**config.mk**
```make
export PLATFORM = sky130hd
export DESIGN_NAME = fp_normalizer
export DESIGN_NICKNAME = d
export VERILOG_FILES = /design/src/rtl/fp_pkg.sv /design/src/rtl/fp_round.sv /design/src/rtl/fp_normalizer.sv
export SDC_FILE = /design/constraint.sdc
export NUM_CORES = 1
export LEC_CHECK = 0
export ABC_AREA = 1
export CORE_UTILIZATION = 65
export DETAILED_ROUTE_END_ITERATION = 10
export DONT_BUFFER_PORTS = 1
export GPL_TIMING_DRIVEN = 0
export HOLD_SLACK_MARGIN = 0.05
export PLACE_DENSITY = 0.84
export RECOVER_POWER = 100
export SLEW_MARGIN = 20
export SYNTH_ARGS = -nofsm -noshare
export SYNTH_HDL_FRONTEND = slang
export SYNTH_SLANG_ARGS = --single-unit
```
**constraint.sdc**
```tcl
create_clock -name clk -period 3.7 [get_ports clk]
set_input_delay 0.37 -clock clk [delete_from_list [all_inputs] [get_ports clk]]
set_output_delay 0.37 -clock clk [all_outputs]
set_load 0.01 [all_outputs]
```
**src/rtl/fp_pkg.sv**
```systemverilog
// Shared constants and state type for the FP adder normalizer.
// Optional rounding is enabled by defining FP_NORM_ROUND_EN.
package fp_pkg;
  localparam int EXP_W = 8;
  localparam int MAN_W = 23;
  localparam int MANT_W = MAN_W + 5;
  localparam int FP_EXP_MAX = (1 << EXP_W) - 1;
  localparam int CARRY_BIT = MAN_W + 4;
  localparam int HIDDEN_BIT = MAN_W + 3;
  localparam int G_BIT = 2;
  localparam int R_BIT = 1;
  localparam int S_BIT = 0;

  typedef enum logic [2:0] {
    IDLE,
    CHECK,
    SHIFT,
    ROUND,
    DONE
  } norm_state_t;
endpackage

```
**src/rtl/fp_round.sv**
```systemverilog
// Round-to-nearest-even incrementer on the {carry,hidden,fraction} field.
// Used by fp_normalizer only when FP_NORM_ROUND_EN is defined.
module fp_round
  import fp_pkg::*;
#(
  parameter int MW = MAN_W
) (
  input  logic [MW+4:0] mant,
  output logic [MW+1:0] rounded,
  output logic          carry
);
  logic inc;

  assign inc = mant[G_BIT] & (mant[R_BIT] | mant[S_BIT] | mant[G_BIT+1]);
  assign rounded = mant[MW+4:G_BIT+1] + {{(MW+1){1'b0}}, inc};
  assign carry = rounded[MW+1];
endmodule

```
**src/rtl/fp_normalizer.sv**
```systemverilog
// Post-add normalizer: bit-serial shift, round, overflow/underflow rules.
// Define FP_NORM_ROUND_EN for round-to-nearest-even; default truncates.
module fp_normalizer
  import fp_pkg::*;
#(
  parameter int EW = EXP_W,
  parameter int MW = MAN_W
) (
  input  logic          clk,
  input  logic          rst_n,
  input  logic          in_valid,
  output logic          in_ready,
  input  logic          in_sign,
  input  logic [EW-1:0] in_exp,
  input  logic [MW+4:0] in_mant,
  output logic          out_valid,
  input  logic          out_ready,
  output logic [31:0]   out_result,
  output logic          out_overflow,
  output logic          out_underflow,
  output logic          busy
);
  localparam int MT = MW + 5;
  localparam logic [EW:0] ONE = (EW+1)'(1);
  localparam logic [EW:0] EMAX = (EW+1)'((1 << EW) - 1);

  norm_state_t state_q, state_d;
  logic          sign_q, sign_d;
  logic [EW:0]   exp_q, exp_d;
  logic [MT-1:0] mant_q, mant_d;
  logic          unf_q, unf_d;
  logic          ovf_q, ovf_d;
  logic [31:0]   res_q, res_d;
  logic [EW:0]   exp_inc, exp_dec;
  logic [MT-1:0] shl;
  logic [EW-1:0] ef;
  logic [31:0]   inf;

`ifdef FP_NORM_ROUND_EN
  logic [MW+1:0] rnd;
  logic          rnd_c;

  fp_round #(.MW(MW)) u_round (
    .mant    (mant_q),
    .rounded (rnd),
    .carry   (rnd_c)
  );
`endif

  always_comb begin
    state_d = state_q;
    sign_d  = sign_q;
    exp_d   = exp_q;
    mant_d  = mant_q;
    unf_d   = unf_q;
    ovf_d   = ovf_q;
    res_d   = res_q;
    exp_inc = exp_q + ONE;
    exp_dec = exp_q - ONE;
    shl     = {mant_q[MT-2:0], 1'b0};
    ef      = unf_q ? '0 : exp_q[EW-1:0];
    inf     = {sign_q, {EW{1'b1}}, {MW{1'b0}}};
    unique case (state_q)
      IDLE: begin
        if (in_valid) begin
          sign_d  = in_sign;
          exp_d   = {1'b0, in_exp};
          mant_d  = in_mant;
          unf_d   = 1'b0;
          ovf_d   = 1'b0;
          state_d = CHECK;
        end
      end
      CHECK: begin
        if (mant_q == '0) begin
          res_d   = '0;
          state_d = DONE;
        end else if (mant_q[CARRY_BIT]) begin
          // Right shift keeps the dropped bit alive in sticky.
          mant_d = {1'b0, mant_q[MT-1:2], mant_q[1] | mant_q[0]};
          exp_d  = exp_inc;
          if (exp_inc >= EMAX) begin
            ovf_d   = 1'b1;
            res_d   = inf;
            state_d = DONE;
          end else begin
            state_d = ROUND;
          end
        end else if (mant_q[HIDDEN_BIT]) begin
          state_d = ROUND;
        end else if (exp_q <= ONE) begin
          unf_d   = 1'b1;
          state_d = ROUND;
        end else begin
          state_d = SHIFT;
        end
      end
      SHIFT: begin
        mant_d = shl;
        exp_d  = exp_dec;
        if (shl[HIDDEN_BIT]) begin
          state_d = ROUND;
        end else if (exp_dec == ONE) begin
          unf_d   = 1'b1;
          state_d = ROUND;
        end
      end
      ROUND: begin
`ifdef FP_NORM_ROUND_EN
        if (rnd_c) begin
          if (exp_inc >= EMAX) begin
            ovf_d = 1'b1;
            res_d = inf;
          end else begin
            res_d = {sign_q, exp_inc[EW-1:0], rnd[MW:1]};
          end
        end else if (unf_q && rnd[MW]) begin
          unf_d = 1'b0;
          res_d = {sign_q, EW'(1), rnd[MW-1:0]};
        end else begin
          res_d = {sign_q, ef, rnd[MW-1:0]};
        end
`else
        res_d = {sign_q, ef, mant_q[HIDDEN_BIT-1:G_BIT+1]};
`endif
        state_d = DONE;
      end
      DONE: begin
        if (out_ready) state_d = IDLE;
      end
      default: state_d = IDLE;
    endcase
  end

  always_ff @(posedge clk or negedge rst_n) begin
    if (!rst_n) begin
      state_q <= IDLE;
      sign_q  <= 1'b0;
      exp_q   <= '0;
      mant_q  <= '0;
      unf_q   <= 1'b0;
      ovf_q   <= 1'b0;
      res_q   <= '0;
    end else begin
      state_q <= state_d;
      sign_q  <= sign_d;
      exp_q   <= exp_d;
      mant_q  <= mant_d;
      unf_q   <= unf_d;
      ovf_q   <= ovf_d;
      res_q   <= res_d;
    end
  end

  assign in_ready      = state_q == IDLE;
  assign out_valid     = state_q == DONE;
  assign busy          = state_q != IDLE;
  assign out_result    = res_q;
  assign out_overflow  = ovf_q & out_valid;
  assign out_underflow = unf_q & out_valid;
endmodule

```
# ---- Yosys cells after proc, flatten, opt, wreduce, memory -nomap -nowiden
# Cells that the tools add are included.
dict set report totals {
  ff_bits 75
  latch_bits 0
  ram_bits 0
  romBits 0
  input_bits 41
  out_inout_bits 37
  wordCells 81
  n_memories 0
}
dict set report op_classes {
  add_sub_neg 2
  multipliers 0
  div_mod_pow 0
  magnitude_cmp 2
  eq_ne 18
  n_shift 0
  n_mux 35
  n_bitwise 3
  reduce_logical 13
}
# cell n
set op_table {}
lappend op_table {{$mux 32} 3}
lappend op_table {{$pmux 28 s3} 1}
lappend op_table {{$pmux 32 s2} 1}
lappend op_table {{$mux 28} 2}
lappend op_table {{$logic_not 28->1} 1}
lappend op_table {{$mux 27} 1}
lappend op_table {{$mux 9} 3}
lappend op_table {{$pmux 9 s3} 1}
lappend op_table {{$mux 3} 7}
lappend op_table {{$ne 2x2->1 const B} 9}
lappend op_table {{$pmux 3 s5} 1}
lappend op_table {{$mux 1} 12}
lappend op_table {{$add 9x1->9 const B} 1}
lappend op_table {{$eq 9x1->1 const B} 1}
lappend op_table {{$ge 9x8->1 const B} 1}
lappend op_table {{$le 9x1->1 const B} 1}
lappend op_table {{$ne 3x3->1 const B} 3}
lappend op_table {{$reduce_and 3->1} 3}
lappend op_table {{$sub 9x1->9 const B} 1}
lappend op_table {{$mux 8} 1}
lappend op_table {{$reduce_and 8->1} 1}
lappend op_table {{$eq 3x2->1 const B} 2}
lappend op_table {{$reduce_bool 3->1} 2}
lappend op_table {{$reduce_and 5->1} 1}
lappend op_table {{other kinds (11)} 13}

# ---- Longest topological paths before layout
# Gate-level depths: netlist of the first run.
dict set report depth {
  word_depth 6
  depth_mapped 14
  mapped_depth_nobuf 14
}

# ---- Worst setup path before layout of the first run
# No wires, ideal clock.
dict set report synth_timing {
  kind {flip-flop to flip-flop}
  from {register exp_q[0]}
  to {register res_q[23], in the netlist out_result[23]}
  setup_time_ps 118
  arrival_time_ps 1795
  setup_slack_ps 1787
  path_stages_with_launch 15
  path_buffers 1
  synth_period_minus_slack_ps 1913
  cell_sequence {dfrtp_1 inv_1 ha_1 inv_1 o21bai_1 nand3_1 nor2_1 nand3_1 nand2_1 nand2_2 nand2_4 nand2_4 buf_6 nand2_1 nand2_1}
}
dict set report synth_between {
  elab_chain_len 4
  word_cells_on_any_way 6
}
# element line
set synth_rtl {}
lappend synth_rtl {{start, declared} fp_normalizer.sv:29} ;# logic [EW:0] exp_q, exp_d;
lappend synth_rtl {{start signal, assigned} fp_normalizer.sv:147} ;# exp_q <= exp_d;
lappend synth_rtl {{$add 9x1->9} fp_normalizer.sv:58} ;# exp_inc = exp_q + ONE;
lappend synth_rtl {{$ge 9x8->1} fp_normalizer.sv:82} ;# if (exp_inc >= EMAX) begin
lappend synth_rtl {{$ne 3x3->1 (no source line)} --}
lappend synth_rtl {{$reduce_and 3->1 (no source line)} --}
lappend synth_rtl {{end signal, assigned} fp_normalizer.sv:151} ;# res_q <= res_d;
lappend synth_rtl {{end, declared} fp_normalizer.sv:33} ;# logic [31:0] res_q, res_d;
# Parallel ways exist; a longest one is shown, timed or not.
# A chain may end at the register's enable or synchronous reset.

# ---- Worst setup path after layout of the first run
dict set report layout_timing {
  from {register state_q[1]}
  to {register mant_q[8]}
}
dict set report layout_between {
  elab_chain_len 3
  word_cells_on_any_way 9
}
# element line
set layout_rtl {}
lappend layout_rtl {{start, declared} fp_normalizer.sv:27} ;# norm_state_t state_q, state_d;
lappend layout_rtl {{start signal, assigned} fp_normalizer.sv:145} ;# state_q <= state_d;
lappend layout_rtl {{$eq 3x1->1 (tied with other cells)} fp_normalizer.sv:63} ;# unique case (state_q)
lappend layout_rtl {{$ne 2x2->1 (no source line) / $reduce_bool 3->1 (equally long branches)} --}
lappend layout_rtl {{$reduce_and 4->1 (no source line)} --}
lappend layout_rtl {{end signal, assigned} fp_normalizer.sv:148} ;# mant_q <= mant_d;
lappend layout_rtl {{end, declared} fp_normalizer.sv:30} ;# logic [MT-1:0] mant_q, mant_d;
# Parallel ways exist; a longest one is shown, timed or not.

==> results.yml, run 1 <==
setup_path:
  cp.arrival_ns: 3.16
  path_max_fanout: 10
  r2r_cells: 11
  critPathLaunchType: "flop"
  cp-end-kind: "flop"
  crit_cells: 11
  cp.required_ns: 3.98
  path_cells: "nor2_1 -> clkinv_1 -> nor2_1 -> inv_1 -> nor2_1 -> nor2_1 -> clkinv_1 -> clkbuf_1 -> clkbuf_1 -> nand2_1 -> o21ai_0"
  crit_family: "buffers and inverters"
  worst-setup-path-type: "reg2reg"
  cp_slowest_cell: "nor2_1"
  cpMostUsedCell: "nor2_1"
  cpPeakStageDelay_ns: 0.43
  path_buf_inv: 5
sta:
  max_freq_ghz: 0.347
  max-slew-margin-rel: -0.198
  finalSetupTns_ns: 0
  timing.final.hold_violations: 0
  tightest_slew_ns: 1.80
  rsz0062_at_grt: "false"
  period_share: 0.780
  finalSetupViolCount: 0
  fin_crit_ns: 2.89
  slew_violations: 76
  finClkSkew_ns: 0.00742
global_routing:
  antenna_found_initial: 0
  grt_pass1_wl_mm: 16.5
  grt_max_degree: 76
  track_usage: 0.338
  grt_pass1_vias: 3423
  grt_overflow_total: 0
logic_synthesis:
  netlist_area_sq_mm: 0.00407
  synth_area_per_cell_sq_um: 7.28
  synth_nets: 604
  ys_types: 28
  yosys.area.top_type_share: 0.461
  ys_seq_elements: 75
  synth_warnings: 0
  netlist_top_cells_area: "dfrtp_1, nand2_1, o21ai_0"
  syn_inst: 559
  yosysSeqAreaShare: 0.461
  yosys.area.top_type: "dfrtp_1"
cells_and_area:
  final_cell_count_no_fill: 652
  diodes: 0
  synthToLayoutAreaGrowth_pct: 7.13
  mostFrequentLayoutCell: "nand2_1"
  final_cell_mix: "nand2_1, dfrtp_1, o21ai_0, inv_1, nor2_1"
  nNetsFinal: 617
  drive_above_1_share: 0.0468
  fin_util: 0.728
power:
  p_leak_nw: 2.16
  ir_drop_uv: 617
  power_mw: 4.84
  power_density_mw_per_mm2: 1110
clock_network:
  ctsHoldBuffers: 2
  cts_max_path_buffers: 2
  cts_tree: "done"
  cts_root_buffer: "clkbuf_8"
  htreeDepth: 3
  clkLatencyLatePin_ns: 0.35
  cts_resized: 0
  post_cts_buffers: 0
  numCtsBuffers: 9
  clkSinkCount: 75
  clk_pin_slew_ns: 0.09
floorplan:
  die_y_microns: 81.1
  row_count: 28
  initial_core_util: 0.679
  ios: 78
  die_x_microns: 81.1
  core_sq_mm: 0.00599
  dieArea_sq_mm: 0.00658
hold_path:
  min-delay-path-class: "in2reg"
  hold_depth: 2
routing:
  wl_per_cell_microns: 15.8
  firstDrtPassIters: 7
  wl_mm: 10.3
  drt_iter0_markers: 269
  ant_nets: 0
  via_per_inst: 5.93
  routed-via-count: 3867
  drc: 0
placed_design:
  port_buffers: 0
  gp_congestion: 0.956
  dp_hpwl_mm: 7.39
  dpl.cell_count: 634
job:
  maxCapViolCount: 1
status:
  status: "complete, but fails checks"
  violations: "max-capacitance violations, max-slew violations"
-- power breakdown --
part,total (mW),internal [mW],switching [mW]
logic,2.45,0.743,1.71
clock network,0.718,0.390,0.329
registers,1.67,1.25,0.423
-- final timing paths --
kind,start,to,slack [ns]
max,state_q[1]$_DFFE_PN0P_,mant_q[8]$_DFFE_PN0P_,0.81
min,in_sign,sign_q$_DFFE_PN0P_,0.14
max reg2reg,state_q[1]$_DFFE_PN0P_,mant_q[8]$_DFFE_PN0P_,0.81
min reg2reg,mant_q[19]$_DFFE_PN0P_,out_result[16]$_DFFE_PN0P_,0.50
max in group asynchronous,rst_n,exp_q[7]$_DFFE_PN0P_,1.60
min in group asynchronous,rst_n,out_result[13]$_DFFE_PN0P_,1.05
-- final cells by class --
class / count / area, sq um
repair buffers: 2 / 15.0
well taps: 75 / 93.8
clock inverters: 6 / 97.6
inverters: 61 / 229
plain buffers: 22 / 103
flip-flops and latches: 75 / 1880
multi-input cells: 401 / 1820
fillers: 489 / 1630
clock buffers: 10 / 128
-- cell usage after synthesis, drive strengths merged --
master / count
a21oi: 28
a221oi: 1
buf: 10
clkbuf: 12
clkinv: 2
dfrtp: 75
ha: 4
inv: 59
nand2: 198
nand3: 35
nand4: 9
nor2: 40
nor3: 1
o21ai: 56
o21bai: 2
o221ai: 5
o22ai: 19
or2: 1
xor2: 2
-- through the flow --
stage	worst slack, ns	hold slack (ns)	cell area [sq um]
finish	0.815	0.141	4360
global route	0.529	0.164	4360
CTS	1.35	0.142	4430
detailed placement	1.38	0.0757	4160
global placement	1.42	0.0758	4160
floorplan	1.79	0.0744	4070
-- worst reg2reg max path, stage by stage, from the launching register on --
cell      delay, ns
dfrtp_1        0.42
nor2_1         0.15
clkinv_1       0.10
nor2_1         0.43
inv_1          0.30
nor2_1         0.21
nor2_1         0.15
clkinv_1       0.11
clkbuf_1       0.38
clkbuf_1       0.39
nand2_1        0.10
o21ai_0        0.09
-- layer usage --
| layer | vias to the layer above | global-route usage | part of all wire |
|---|---|---|---|
| met5 | - | 0 | 0 |
| met4 | 0 | 0.116 | 0.018 |
| met3 | 21 | 0.0685 | 0.099 |
| met2 | 193 | 0.495 | 0.43 |
| met1 | 1817 | 0.496 | 0.46 |
| li1 | 1836 | - | - |
-- flip-flops by register name, indices dropped and copies added (netlist names) --
| name | flops |
|---|---|
| sign_q | 1 |
| state_q | 3 |
| ovf_q | 1 |
| unf_q | 1 |
| mant_q | 28 |
| out_result | 32 |
| exp_q | 9 |
-- cells by family (layout without fill, tap and decap cells) --
group | Yosys count | in the layout | share of synthesized area
compound gates | 111 | 111 | 0.149
xor+xnor | 2 | 2 | 0.00430
fa+ha+maj | 4 | 4 | 0.0123
buf+inv | 83 | 101 | 0.0848
flops | 75 | 75 | 0.461
simple gates | 284 | 284 | 0.288
Note: power is estimated with default switching activity, not from simulation.
==> run 2, diff against run 1 <==
--- a/config.mk
+++ b/config.mk
@@ -6,12 +6,12 @@
 export NUM_CORES = 1
 export LEC_CHECK = 0
 export ABC_AREA = 1
-export CORE_UTILIZATION = 65
+export CORE_UTILIZATION = 57
 export DETAILED_ROUTE_END_ITERATION = 10
 export DONT_BUFFER_PORTS = 1
 export GPL_TIMING_DRIVEN = 0
 export HOLD_SLACK_MARGIN = 0.05
-export PLACE_DENSITY = 0.84
+export PLACE_DENSITY = 0.78
 export RECOVER_POWER = 100
 export SLEW_MARGIN = 20
 export SYNTH_ARGS = -nofsm -noshare
==> constraint.sdc (replaced) <==
create_clock -name clk -period 2.5 [get_ports clk]
set_input_delay 0.25 -clock clk [delete_from_list [all_inputs] [get_ports clk]]
set_output_delay 0.25 -clock clk [all_outputs]
set_load 0.01 [all_outputs]
==> run 2 against run 1 <==
The run still ends with max-capacitance violations, max-slew violations left. Utilization decreased by 8.2 points. Register-to-register slack worse by 0.63 ns. Combinational power is 53% higher.
==> results.yml, run 2 (synthesis gave the netlist of run 1 again) <==
clock_network:
  clk_pin_slew_ns: 0.08
  clkSinkCount: 75
  cts_max_path_buffers: 2
  cts_tree: "done"
  numCtsBuffers: 9
  clkLatencyLatePin_ns: 0.35
  cts_root_buffer: "clkbuf_8"
  htreeDepth: 3
sta:
  timing.final.hold_violations: 0
  finalSetupTns_ns: 0
  hold_slack_ns: 0.100
  slew_violations: 76
  fin_crit_ns: 2.31
  finClkSkew_ns: 0.00968
  max-slew-margin-rel: -0.0944
  tightest_slew_ns: 1.64
  finalWorstSetupSlack_ns: 0.187
  period_share: 0.925
  finalSetupViolCount: 0
  rsz0062_at_grt: "false"
  max_freq_ghz: 0.432
global_routing:
  track_usage: 0.312
  antenna_found_initial: 0
  grt_pass1_vias: 3677
  grt_max_degree: 76
  grt_pass1_wl_mm: 17.9
  grt_overflow_total: 0
setup_path:
  cp.required_ns: 2.74
  r2r_cells: 14
  cp.arrival_ns: 2.55
  worst-setup-path-type: "reg2reg"
  r2r-start: "exp_q[1]$_DFFE_PN0P_"
  worstReg2RegEnd: "out_result[15]$_DFFE_PN0P_"
  cp-end-kind: "flop"
  rrSetupSlack_ns: 0.19
  critPathLaunchType: "flop"
  path_max_fanout: 10
placed_design:
  preCtsSetupSlack_ns: 0.145
  gp_congestion: 0.915
  port_buffers: 0
  dp_hpwl_mm: 7.98
  place_area_sq_mm: 0.00419
hold_path:
  hold_depth: 2
  hold-path-endpoint: "state_q[2]$_DFFE_PN0P_"
  hold_start: "out_ready"
  min-delay-path-class: "in2reg"
cells_and_area:
  finish.instance_area_sq_mm: 0.00441
  drive_above_1_share: 0.0691
  fill_cells: 625
  seqCellArea_sq_mm: 0.00188
  largest_register_ffs: 32
  nNetsFinal: 620
  diodes: 0
  final_cell_mix: "nand2_1, dfrtp_1, o21ai_0, inv_1, nor2_1"
  mostFrequentLayoutCell: "nand2_1"
  multi_input_area_sq_mm: 0.00184
  synthToLayoutAreaGrowth_pct: 8.39
power:
  p_clk_frac: 0.129
  comb_power_share: 0.524
  p_leak_nw: 2.18
  ir_drop_uv: 873
  p_int_mw: 3.47
  p_switching_mw: 3.71
  power_density_mw_per_mm2: 1630
  switching_share: 0.517
  sequentialPowerShare: 0.347
  power_mw: 7.17
job:
  maxCapViolCount: 1
floorplan:
  die_x_microns: 86.5
  ios: 78
  die_y_microns: 86.5
  core_sq_mm: 0.00683
  dieArea_sq_mm: 0.00748
  row_count: 30
  initial_core_util: 0.596
routing:
  drt_iter0_markers: 383
  drc: 0
  wl_mm: 10.9
  firstDrtPassIters: 5
  wl_per_cell_microns: 16.1
  via_per_inst: 5.65
  routed-via-count: 3816
  ant_nets: 0
status:
  status: "complete, but fails checks"
  violations: "max-capacitance violations, max-slew violations"
[run 2: what timing repair did]
item / CTS / global route
buffers inserted: 0 / 2
hold buffers: 3 / 0
hold endpoints to repair: 76 / 0
endpoints found under the setup margin: 0 / 29
gates resized for setup: 0 / 2
[run 2: cell type report]
class / count / share of cell area
Timing Repair Buffer: 5 / 0.00908
Buffer: 22 / 0.0247
Clock inverter: 6 / 0.0147
Multi-Input combinational cell: 401 / 0.418
Tap cell: 96 / 0.0272
Clock buffer: 9 / 0.0281
Inverter: 61 / 0.0528
Sequential cell: 75 / 0.426
[run 2: power groups by stage]
stage               Clock (mW)  Sequential (mW)  Combinational, mW
CTS                      0.930             2.48               3.73
finish                   0.927             2.49               3.76
floorplan                    0             2.34               2.79
global route             0.985             2.57               4.27
global placement             0             2.48               3.55
detailed placement           0             2.50               3.67
[run 2: per-stage QoR]
step,instances,util
floorplan,559,-
global placement,655,0.613
detailed placement,655,0.613
CTS,673,0.648
global route,675,0.646
finish,675,0.646
[run 2: worst max-delay path, stage by stage (launching register included)]
cell and delay [ns]:
dfrtp_1 0.48, inv_1 0.14, ha_1 0.29, inv_1 0.06
o21bai_1 0.12, nand3_1 0.10, nor2_1 0.17, nand3_1 0.10
nand2_1 0.12, nand2_2 0.10, nand2_4 0.13, nand2_4 0.10
buf_4 0.19, nand2_1 0.07, nand2_1 0.04
[run 2: layer usage]
metal  share of wire  vias up  global-route usage
li1                -     1852                   -
met1            0.45     1778               0.448
met2            0.44      176               0.465
met3           0.091       10              0.0638
met4           0.012        0               0.118
met5               0        -                   0
[run 2: worst max-delay path by stage]
stage | cells past startpoint | endpoint | from
2_1_floorplan | 14 | out_result[23]$_DFFE_PN0P_ | exp_q[0]$_DFFE_PN0P_
3_3_place_gp | 14 | out_result[6]$_DFFE_PN0P_ | exp_q[0]$_DFFE_PN0P_
3_5_place_dp | 14 | out_result[10]$_DFFE_PN0P_ | exp_q[0]$_DFFE_PN0P_
4_1_cts | 14 | out_result[10]$_DFFE_PN0P_ | exp_q[0]$_DFFE_PN0P_
5_1_grt | 14 | out_result[20]$_DFFE_PN0P_ | exp_q[1]$_DFFE_PN0P_
6_report | 14 | out_result[15]$_DFFE_PN0P_ | exp_q[1]$_DFFE_PN0P_
==> run 3, diff against run 2 <==
--- a/config.mk
+++ b/config.mk
@@ -11,7 +11,7 @@
 export DONT_BUFFER_PORTS = 1
 export GPL_TIMING_DRIVEN = 0
 export HOLD_SLACK_MARGIN = 0.05
-export PLACE_DENSITY = 0.78
+export PLACE_DENSITY = 0.75
 export RECOVER_POWER = 100
 export SLEW_MARGIN = 20
 export SYNTH_ARGS = -nofsm -noshare
==> run 3 against run 2 <==
The run still ends with max-capacitance violations, max-slew violations left. Maximum frequency is essentially flat. Non-clock buffer count fell by 2. Cell count shrank 0.15%. Via count about the same. Critical endpoint is now out_result[25]$_DFFE_PN0P_. Clock power rose by 13%. Count of clock-buffer cells in the layout unchanged. Worst setup slack hardly changed. First-iteration DRC count shrank 1.8%. Flip-flop and latch count did not move. Sequential power hardly changed.
==> results.yml, run 3 (synthesis gave the netlist of run 1 again) <==
sta:
  finalSetupViolCount: 0
  timing.final.hold_violations: 0
  fin_crit_ns: 2.31
  tightest_slew_ns: 1.63
  rsz0062_at_grt: "false"
  period_share: 0.926
  slew_violations: 76
  max_freq_ghz: 0.432
  finalSetupTns_ns: 0
  finClkSkew_ns: 0.00920
  hold_slack_ns: 0.0964
  finalWorstSetupSlack_ns: 0.186
  max-slew-margin-rel: -0.0885
floorplan:
  row_count: 30
  ios: 78
  die_x_microns: 86.5
  initial_core_util: 0.596
  die_y_microns: 86.5
  dieArea_sq_mm: 0.00748
  core_sq_mm: 0.00683
power:
  ir_drop_uv: 894
  p_leak_nw: 2.19
  power_density_mw_per_mm2: 1630
clock_network:
  cts_tree: "done"
  clkSinkCount: 75
  htreeDepth: 3
  numCtsBuffers: 9
  cts_max_path_buffers: 2
  post_cts_buffers: 0
  cts_root_buffer: "clkbuf_8"
  clkLatencyLatePin_ns: 0.35
  clk_pin_slew_ns: 0.08
routing:
  firstDrtPassIters: 5
  drt_iter0_markers: 376
  via_per_inst: 5.66
  ant_nets: 0
  drc: 0
  wl_mm: 10.6
  wl_per_cell_microns: 15.8
  routed-via-count: 3817
cells_and_area:
  drive_above_1_share: 0.0692
  final_cell_count_no_fill: 674
  largest_register_ffs: 32
  synthToLayoutAreaGrowth_pct: 8.91
  final_cell_mix: "nand2_1, dfrtp_1, o21ai_0, inv_1, nor2_1"
  fin_util: 0.649
  nNetsFinal: 618
  diodes: 0
  mostFrequentLayoutCell: "nand2_1"
placed_design:
  dp_hpwl_mm: 7.75
  dpl.cell_count: 655
  preCtsSetupSlack_ns: 0.158
  gp_congestion: 0.883
  port_buffers: 0
setup_path:
  critPathLaunchType: "flop"
  cp.arrival_ns: 2.55
  path_max_fanout: 10
  cp-end-kind: "flop"
  worst-setup-path-type: "reg2reg"
  cp.required_ns: 2.74
  r2r_cells: 14
global_routing:
  track_usage: 0.306
  grt_overflow_total: 0
  grt_pass1_wl_mm: 17.5
  grt_pass1_vias: 3615
  grt_max_degree: 76
  antenna_found_initial: 0
hold_path:
  hold_depth: 2
  min-delay-path-class: "in2reg"
status:
  status: "complete, but fails checks"
  violations: "max-capacitance violations, max-slew violations"
job:
  maxCapViolCount: 1
==> run 3: per-layer routing <==
| layer | global-route usage | vias up | share of wire |
|---|---|---|---|
| met2 | 0.473 | 177 | 0.44 |
| met4 | 0.0848 | 0 | 0.015 |
| met1 | 0.427 | 1782 | 0.46 |
| met3 | 0.0771 | 16 | 0.088 |
| met5 | 0 | - | 0 |
| li1 | - | 1842 | - |
==> run 3: final timing paths <==
path | start | endpoint | slack [ns]
worst min register to register | mant_q[19]$_DFFE_PN0P_ | out_result[16]$_DFFE_PN0P_ | 0.48
worst min-delay path | out_ready | state_q[2]$_DFFE_PN0P_ | 0.1
worst max register to register | exp_q[0]$_DFFE_PN0P_ | out_result[25]$_DFFE_PN0P_ | 0.19
max in group asynchronous | rst_n | exp_q[1]$_DFFE_PN0P_ | 0.53
min in group asynchronous | rst_n | mant_q[15]$_DFFE_PN0P_ | 0.91
worst max-delay path | exp_q[0]$_DFFE_PN0P_ | out_result[25]$_DFFE_PN0P_ | 0.19
==> run 3: metrics by stage <==
| step | cell area (sq um) | power (mW) |
|---|---|---|
| floorplan | 4070 | 5.13 |
| CTS | 4460 | 7.22 |
| global placement | 4190 | 6.04 |
| global route | 4430 | 7.90 |
| detailed placement | 4190 | 6.13 |
| finish | 4430 | 7.24 |
==> run 3: power by group <==
group	switching [mW]	internal, mW
combinational	2.58	1.14
clock	0.477	0.569
sequential	0.630	1.85
==> run 3: cell type report <==
class	count	area (sq um)
buffer	22	113
clock buffer	9	124
clock inverter	7	98.8
fill	638	2400
inverter	61	229
multi-input combinational	401	1850
sequential	75	1880
tap	96	120
timing repair buffer	3	25.0
==> run 3: timing repair <==
item,4_1_cts,5_1_grt
setup endpoints to repair,0,29
gates resized for setup,0,2
hold endpoints to repair,76,0
hold buffers,3,0
==> run 3: worst max-delay path: stages, from the launching register on <==
cell and delay, ns:
dfrtp_1 0.49, inv_2 0.14, ha_1 0.30, inv_1 0.07, o21bai_1 0.12, nand3_1 0.10
nor2_1 0.15, nand3_1 0.10, nand2_1 0.12, nand2_2 0.10, nand2_4 0.13, nand2_4 0.10
buf_6 0.16, nand2_1 0.07, nand2_1 0.06
